===== src/rtl/mp_pkg.sv =====
// Shared definitions for the word-serial multi-precision add/subtract blocks.
// Holds default widths, the word-count helpers and the common FSM state type.
package mp_pkg;

  localparam int MP_WIDTH  = 256;
  localparam int MP_WORD_W = 32;

  typedef enum logic [0:0] {
    ST_IDLE = 1'b0,
    ST_CALC = 1'b1
  } mp_state_e;

  // Number of compute cycles for one full-width operation.
  function automatic int mp_num_words(input int width, input int word_w);
    return width / word_w;
  endfunction

  // Counter width able to index every word; at least one bit.
  function automatic int mp_cnt_bits(input int num_words);
    return (num_words <= 1) ? 1 : $clog2(num_words);
  endfunction

endpackage


===== src/rtl/mpsub_word.sv =====
// One word of the multi-precision subtractor: diff = a - b - borrow_in,
// evaluated one bit wider so the top bit is the outgoing borrow.
module mpsub_word #(
  parameter int WORD_W = 32
) (
  input  logic [WORD_W-1:0] i_a,
  input  logic [WORD_W-1:0] i_b,
  input  logic              i_borrow,
  output logic [WORD_W-1:0] o_diff,
  output logic              o_borrow
);

  logic [WORD_W:0] w_full;

  // The result is negative exactly when a < b + borrow_in; the magnitude never
  // exceeds 2^WORD_W, so bit WORD_W is the borrow.
  assign w_full   = {1'b0, i_a} - {1'b0, i_b} - {{WORD_W{1'b0}}, i_borrow};
  assign o_diff   = w_full[WORD_W-1:0];
  assign o_borrow = w_full[WORD_W];

endmodule


===== src/rtl/mpsub256.sv =====
// Word-serial multi-precision subtractor: d_out = {borrow, a - b}, one
// WORD_W slice per cycle, least significant word first.
module mpsub256
  import mp_pkg::*;
#(
  parameter int WIDTH  = MP_WIDTH,
  parameter int WORD_W = MP_WORD_W
) (
  input  logic             CLK,
  input  logic             RST,
  input  logic [WIDTH-1:0] a_in,
  input  logic [WIDTH-1:0] b_in,
  input  logic             write,
  input  logic             start,
  output logic [WIDTH:0]   d_out,
  output logic             ready,
  output mp_state_e        o_dbg_state
);

  localparam int NUM_WORDS = mp_num_words(WIDTH, WORD_W);
  localparam int CNT_W     = mp_cnt_bits(NUM_WORDS);
  localparam logic [CNT_W-1:0] LAST_WORD = CNT_W'(NUM_WORDS - 1);

  // Handshake: write and start are single-cycle requests honoured only in
  // IDLE, write taking priority when both are high. Either one drops ready on
  // the next edge. ready rises NUM_WORDS edges after an accepted start, and
  // d_out is valid and held while ready=1 until the next accepted request.
  mp_state_e          r_state;
  logic [CNT_W-1:0]   r_cnt;
  logic               r_borrow;
  logic [WIDTH-1:0]   r_a;
  logic [WIDTH-1:0]   r_b;
  logic [WIDTH:0]     r_d;
  logic               r_ready;

  logic [WORD_W-1:0]  w_a_word;
  logic [WORD_W-1:0]  w_b_word;
  logic [WORD_W-1:0]  w_diff;
  logic               w_borrow_out;
  logic               w_last;

  always_comb begin
    w_a_word = r_a[int'(r_cnt) * WORD_W +: WORD_W];
    w_b_word = r_b[int'(r_cnt) * WORD_W +: WORD_W];
  end

  assign w_last = (r_cnt == LAST_WORD);

  mpsub_word #(
    .WORD_W(WORD_W)
  ) u_word (
    .i_a      (w_a_word),
    .i_b      (w_b_word),
    .i_borrow (r_borrow),
    .o_diff   (w_diff),
    .o_borrow (w_borrow_out)
  );

  always_ff @(posedge CLK) begin
    if (RST) begin
      r_state  <= ST_IDLE;
      r_cnt    <= '0;
      r_borrow <= 1'b0;
      r_a      <= '0;
      r_b      <= '0;
      r_d      <= '0;
      r_ready  <= 1'b0;
    end else begin
      case (r_state)
        ST_IDLE: begin
          if (write) begin
            r_a     <= a_in;
            r_b     <= b_in;
            r_ready <= 1'b0;
          end else if (start) begin
            r_state  <= ST_CALC;
            r_cnt    <= '0;
            r_borrow <= 1'b0;
            r_ready  <= 1'b0;
          end
        end
        ST_CALC: begin
          // Operands are frozen here; write/start are deliberately not looked at.
          r_d[int'(r_cnt) * WORD_W +: WORD_W] <= w_diff;
          r_borrow <= w_borrow_out;
          if (w_last) begin
            r_d[WIDTH] <= w_borrow_out;
            r_ready    <= 1'b1;
            r_state    <= ST_IDLE;
          end else begin
            r_cnt <= r_cnt + CNT_W'(1);
          end
        end
        default: begin
          r_state <= ST_IDLE;
        end
      endcase
    end
  end

  assign d_out       = r_d;
  assign ready       = r_ready;
  assign o_dbg_state = r_state;

endmodule

===== config.mk =====
export PLATFORM = sky130hd
export DESIGN_NAME = mpsub256
export DESIGN_NICKNAME = d
export VERILOG_FILES = /design/src/rtl/mp_pkg.sv /design/src/rtl/mpsub_word.sv /design/src/rtl/mpsub256.sv
export SDC_FILE = /design/constraint.sdc
export NUM_CORES = 2
export LEC_CHECK = 0
export BUFFER_PORTS_ARGS = -buffer_cell sky130_fd_sc_hd__buf_2
export CAP_MARGIN = 20
export CORE_MARGIN = 3
export CORE_UTILIZATION = 24
export CTS_CLUSTER_SIZE = 24
export DETAILED_ROUTE_END_ITERATION = 7
export GPL_TIMING_DRIVEN = 0
export RECOVER_POWER = 25
export SLEW_MARGIN = 20
export SYNTH_ARGS = -nofsm -noshare
export SYNTH_HDL_FRONTEND = slang
export SYNTH_SLANG_ARGS = --single-unit

===== constraint.sdc =====
create_clock -name CLK -period 6.9 [get_ports CLK]
set_input_delay 0.69 -clock CLK [delete_from_list [all_inputs] [get_ports CLK]]
set_output_delay 0.69 -clock CLK [all_outputs]
set_load 0.005 [all_outputs]

======== Word level (Yosys, flattened, before mapping) ========
Index checks and enable logic that the tools add are counted.
word-level totals
  register bits ........................... 775
  input port bits ......................... 516
cells by class
  add/sub/neg operators ................... 4
  equal/unequal tests ..................... 6
  shift-type cells ........................ 4
  multiplexer cells ....................... 16
  bitwise logic cells ..................... 1
  reductions and logical operators ........ 4
operators by type and width
  operator                                                 count
  indexed part select 256 x 9 -> 32 bit                    2
  bitwise mux 257 bit                                      1
  variable shift 32 x 33 -> 257 bit, first input constant  1
  indexed part select 32 x 33 -> 257 bit                   1
  negator 8 -> 33 bit                                      1
  subtractor 32 x 32 -> 33 bit                             1
  subtractor 33 x 1 -> 33 bit                              1
  2-to-1 mux 3 bit                                         3
  2-to-1 mux 1 bit                                         8
  inequality test 2 bit, second input constant             3
  case mux 1 bit (2 select lines)                          3
  case mux 3 bit (2 select lines)                          1
  AND reduction 2 bit                                      3
  adder 3 x 1 -> 3 bit, second input constant              1
  == test 3 bit, second input constant                     1
  inequality test 3 bit, second input constant             1
  AND reduction 3 bit                                      1
  inequality test 2 x 1 -> 1 bit, second input constant    1
  inverter 1 bit                                           1

======== Logic depth before layout (Yosys ltp) ========
  depth after elaboration ................. 6
  gate-level depth with buffers ........... 19
  mapped depth without buffers ............ 14

======== Cells and area by module ========
Synthesis repeated with hierarchy kept, for this count alone.
unflattened totals
  cell total of the unflattened synthesis .. 4039
  area, all modules ....................... 34446.8 um2
by module, submodules not included
  module      instances  cells each  area each (um2)
  mpsub256    1          3676        31949.4
  mpsub_word  1          363         2497.4

======== Worst setup path before layout ========
Ideal clock, no wire load.
  path type ............................... register -> register
  from .................................... reg r_cnt[0]
  to ...................................... reg r_d[222] (netlist: d_out[222])
  library setup time ...................... 0.070 ns
  arrival ................................. 4.757 ns
  required time ........................... 6.830 ns
  setup slack ............................. 2.073 ns
  stages on the path, launching flop included .. 18
  buffers on the path ..................... 3
  cells stage by stage .................... dfxtp_1 -> buf_2 -> clkbuf_1 -> buf_1 -> mux4_2 -> nand2_1 -> nand2_1 -> ha_1 -> inv_1 -> ha_1 -> or3_4 -> o221ai_2 -> o2111ai_2 -> o2bb2ai_2 -> a2111oi_4 -> nor3b_2 -> or4_1 -> a21oi_1
on the way
  word-level cells in the longest chain between the ends .. 5
RTL lines
  item                                                             line                            RTL
  start, declared                                                  mpsub256.sv:29                  logic [CNT_W-1:0] r_cnt;
  start signal, assigned                                           mpsub256.sv:91                  r_cnt <= r_cnt + CNT_W'(1);
  indexed part select 256 x 9 -> 32 bit, on equally long branches  mpsub256.sv:43, mpsub256.sv:44
  subtractor 32 x 32 -> 33 bit                                     mpsub_word.sv:17                assign w_full = {1'b0, i_a} - {1'b0, i_b} - {{WORD_W{1'b0}}, i_borrow};
  subtractor 33 x 1 -> 33 bit                                      mpsub_word.sv:17
  indexed part select 32 x 33 -> 257 bit                           mpsub256.sv:84                  r_d[int'(r_cnt) * WORD_W +: WORD_W] <= w_diff;
  bitwise mux 257 bit *                                            mpsub256.sv:84
  end signal, assigned by index                                    mpsub256.sv:84
  end signal, assigned by index                                    mpsub256.sv:87                  r_d[WIDTH] <= w_borrow_out;
  end, declared                                                    mpsub256.sv:33                  logic [WIDTH:0] r_d;
Every way passes the cells marked *; elsewhere a longest branch is shown, timed or not.
A chain may end at the register's enable or synchronous reset.

======== Worst setup path in the final report ========
  from .................................... reg r_cnt[1]
  to ...................................... reg r_d[77] (netlist: d_out[77])
Same word-level chain as after synthesis.

==> results.py <==
metrics = {
    "critical_path": {
        "worstReg2RegEnd": "d_out[77]",
        "start_kind": "register",
        "timing.critical_path.cells": "clkbuf_1 -> clkbuf_2 -> clkbuf_1 -> mux4_2 -> nand2_1 -> nand2_1 -> ha_1 -> inv_1 -> ha_1 -> and2_1 -> a221o_2 -> a221oi_1 -> a31oi_1 -> a21o_1 -> a21oi_1 -> xor2_2 -> o21ai_0",
        "critPathArrivalTime_ns": 7.09,
        "reg2regPathDepth": 17,
        "end_kind": "register",
        "r2r-start": "r_cnt[1]",
        "path_buf_inv": 4,
        "path_class": "reg -> reg",
        "crit_family": "buffers and inverters",
        "critPathSlowestCell": "clkbuf_1",
        "rrSetupSlack_ns": 0.33,
        "crit_fanout": 10,
        "required_ns": 7.42,
        "critical_path.max_stage_delay_ns": 0.88,
    },
    "clock_network": {
        "cts_hold_buf": 0,
        "cts_root_buf": "clkbuf_16",
        "cts_max_level": 3,
        "cts_buffer_depth": 3,
        "cts_tree": "built",
        "cts_buffers": 87,
        "numClockSinks": 775,
        "clk_latency_ns": 0.71,
        "clk_pin_slew_ns": 0.06,
    },
    "synth": {
        "synth_commonest_cells": "1333 x nand2_1, 775 x dfxtp_1, 678 x a21oi_1, 275 x clkbuf_1, 144 x nor2_1",
        "ys_seq_area_share_pct": 46.9,
        "synth-seq-cells": 775,
        "yosysTopAreaCell": "dfxtp_1",
        "syn_nets": 4585,
        "synth_edf_count": 0,
        "synthFlopType": "dfxtp_1",
        "synth.top_cell.area_share_pct": 46.9,
        "synth_area_leaders": "dfxtp_1 47%, nand2_1 15%, a21oi_1 10%",
        "syn_inst": 4000,
        "synthArstFlopShare_pct": 0,
        "yosysUniqueCellTypes": 80,
        "ys_warn_count": 0,
        "netlist_area_mm2": 0.0331,
        "synthMostInstantiatedCell": "nand2_1",
        "syn_avg_cell_area_um2": 8.28,
    },
    "place": {
        "io_buffers": 774,
        "pre_cts_ws_ns": -0.409,
        "dp_hpwl_um": 138000,
        "place_congestion": 0.919,
    },
    "drt": {
        "ant_nets": 0,
        "drt_iter0_drc": 2990,
        "route.detailed.drc": 0,
        "routed_wl_um": 170000,
        "drt_first_pass_iters": 6,
        "avgViaCountPerCell": 4.93,
        "post_drt_wl_per_cell_um": 25.3,
        "num_vias": 33198,
    },
    "sta": {
        "rsz0062_at_grt": "no",
        "fin_worst_skew_ns": 0.0424,
        "timing.final.crit_share_pct": 95.3,
        "relSlewSlack_pct": 24.2,
        "min_period_ns": 6.57,
        "setup_viol": 0,
        "hold_viol_final": 0,
        "maxSlewViolCount": 0,
        "worst_slew_pin_slew_ns": 1.14,
        "setup_ws_ns": 0.326,
        "max_freq_ghz": 0.152,
    },
    "global_route": {
        "grt_pass1_vias": 31436,
        "grt_max_degree": 13,
        "gr-total-overflow": 0,
        "grt_use_total_pct": 22.8,
        "antenna_found_initial": 55,
        "grt_pass1_wl_um": 229000,
    },
    "hold_path": {
        "hold_path_class": "in -> reg",
        "min_from": "b_in[178]",
        "min_path_cells": 3,
        "hold_end": "r_b[178]",
    },
    "power_and_ir_drop": {
        "p_per_area_mw_per_mm2": 289,
        "peakVddDrop_v": 0.000207,
        "leakage_nw": 16.6,
    },
    "finish": {
        "final_layout_size_suffix_gt1_share_pct": 19.2,
        "final_util_pct": 31.0,
        "final_nets": 5456,
        "syn2layout_area_growth_pct": 27.5,
    },
    "floorplanning": {
        "rows": 135,
        "ios": 775,
        "core_area_mm2": 0.136,
        "start_util_pct": 24.3,
        "dieHeight_um": 377,
        "die_x_um": 377,
        "die_area_mm2": 0.142,
    },
    "run": {
        "max-cap-violations": 0,
    },
    "run_status": {
        "outcome": "completed",
    },
}
==> metrics by stage <==
step / total power [mW] / TNS (ns) / std cells / hold slack (ns) / area, µm²
2_1_floorplan: 6.16 / 0 / 4000 / 0.433 / 33100
3_3_place_gp: 7.36 / -186.74 / 6555 / 0.439 / 39200
3_5_place_dp: 7.54 / -18.26 / 6563 / 0.444 / 39500
4_1_cts: 12.3 / 0 / 6714 / 0.158 / 42400
5_1_grt: 12.6 / 0 / 6717 / 0.187 / 42200
6_report: 12.2 / 0 / 6728 / 0.221 / 42200
==> metal layers <==
metal	global-route usage, %	vias up	routed length, µm
li1	-	15351	-
met1	28.6	16045	69900
met2	38.1	1462	79600
met3	5.00	306	13100
met4	8.90	34	7160
met5	0	-	195
==> what timing repair did <==
action / CTS / global route
resized for setup: 11 / 8
cloned: 0 / 0
buffers inserted: 0 / 0
pin swaps: 1 / 0
endpoints found under the setup margin: 110 / 66
==> kinds of logic (layout without fill, tap and decap cells) <==
group / after synthesis / after routing / share of synthesized area, %
simple gates: 1700 / 1700 / 20.6
compound gates: 883 / 883 / 15.0
fa+ha+maj: 69 / 69 / 2.65
flops: 775 / 775 / 46.9
mux: 164 / 164 / 9.76
buf+inv: 387 / 1320 / 4.55
other cells: 0 / 14 / 0
xor+xnor: 22 / 22 / 0.582
==> state kept, by name, summed over array words and instances, names as in the netlist <==
| name | cells |
|---|---|
| r_borrow | 1 |
| r_a | 256 |
| ready | 1 |
| o_dbg_state | 1 |
| r_b | 256 |
| d_out | 257 |
| r_cnt | 3 |
==> power by group <==
group / internal [mW] / total, mW / leakage, nW / switching (mW)
clock network: 2.74 / 4.73 / 1.40 / 2.00
registers: 4.68 / 4.81 / 6.33 / 0.129
logic: 0.821 / 2.64 / 8.87 / 1.82
==> cell usage in the layout, fill, tap and decap left out, types with 23 or more instances in the layout <==
cell type,instances
nand3_1,112
ha_1,67
clkbuf_1,454
nor3_1,23
mux2i_1,34
o21ai_0,54
buf_2,610
mux4_2,127
clkbuf_16,87
a21oi_1,678
a22oi_1,61
nand2_1,1333
inv_1,78
nor2_1,143
dfxtp_1,774
clkbuf_8,23
==> how the worst max path moves through the flow <==
stage                        start    endpoint  slack (ns)  depth (start not counted)
after global routing      r_cnt[1]  d_out[109]        0.09                         17
final                     r_cnt[1]   d_out[77]        0.33                         17
after CTS                 r_cnt[1]  d_out[177]        0.02                         17
after detailed placement  r_cnt[0]  d_out[219]       -0.41                         17
after floorplan           r_cnt[0]  d_out[222]        2.07                         17
after global placement    r_cnt[0]   d_out[26]       -1.57                         15
==> final cells by class <==
type,instances,area (µm²)
Antenna cell,14,35.0
Buffer,307,1250
Multi-Input combinational cell,2838,16300
Clock buffer,126,2520
Fill cell,14639,94100
Clock inverter,25,334
Sequential cell,775,15500
Tap cell,1781,2230
Timing Repair Buffer,782,3740
Inverter,80,300
==> tightest hold or removal path: cells and delay by family <==
kind | cells | cell delay (ns)
AOI/OAI and AO/OA | 1 | 0.05
buffers and inverters | 1 | 0.10
and+or+nand+nor | 1 | 0.05
Note: power is estimated with default switching activity, not from simulation.
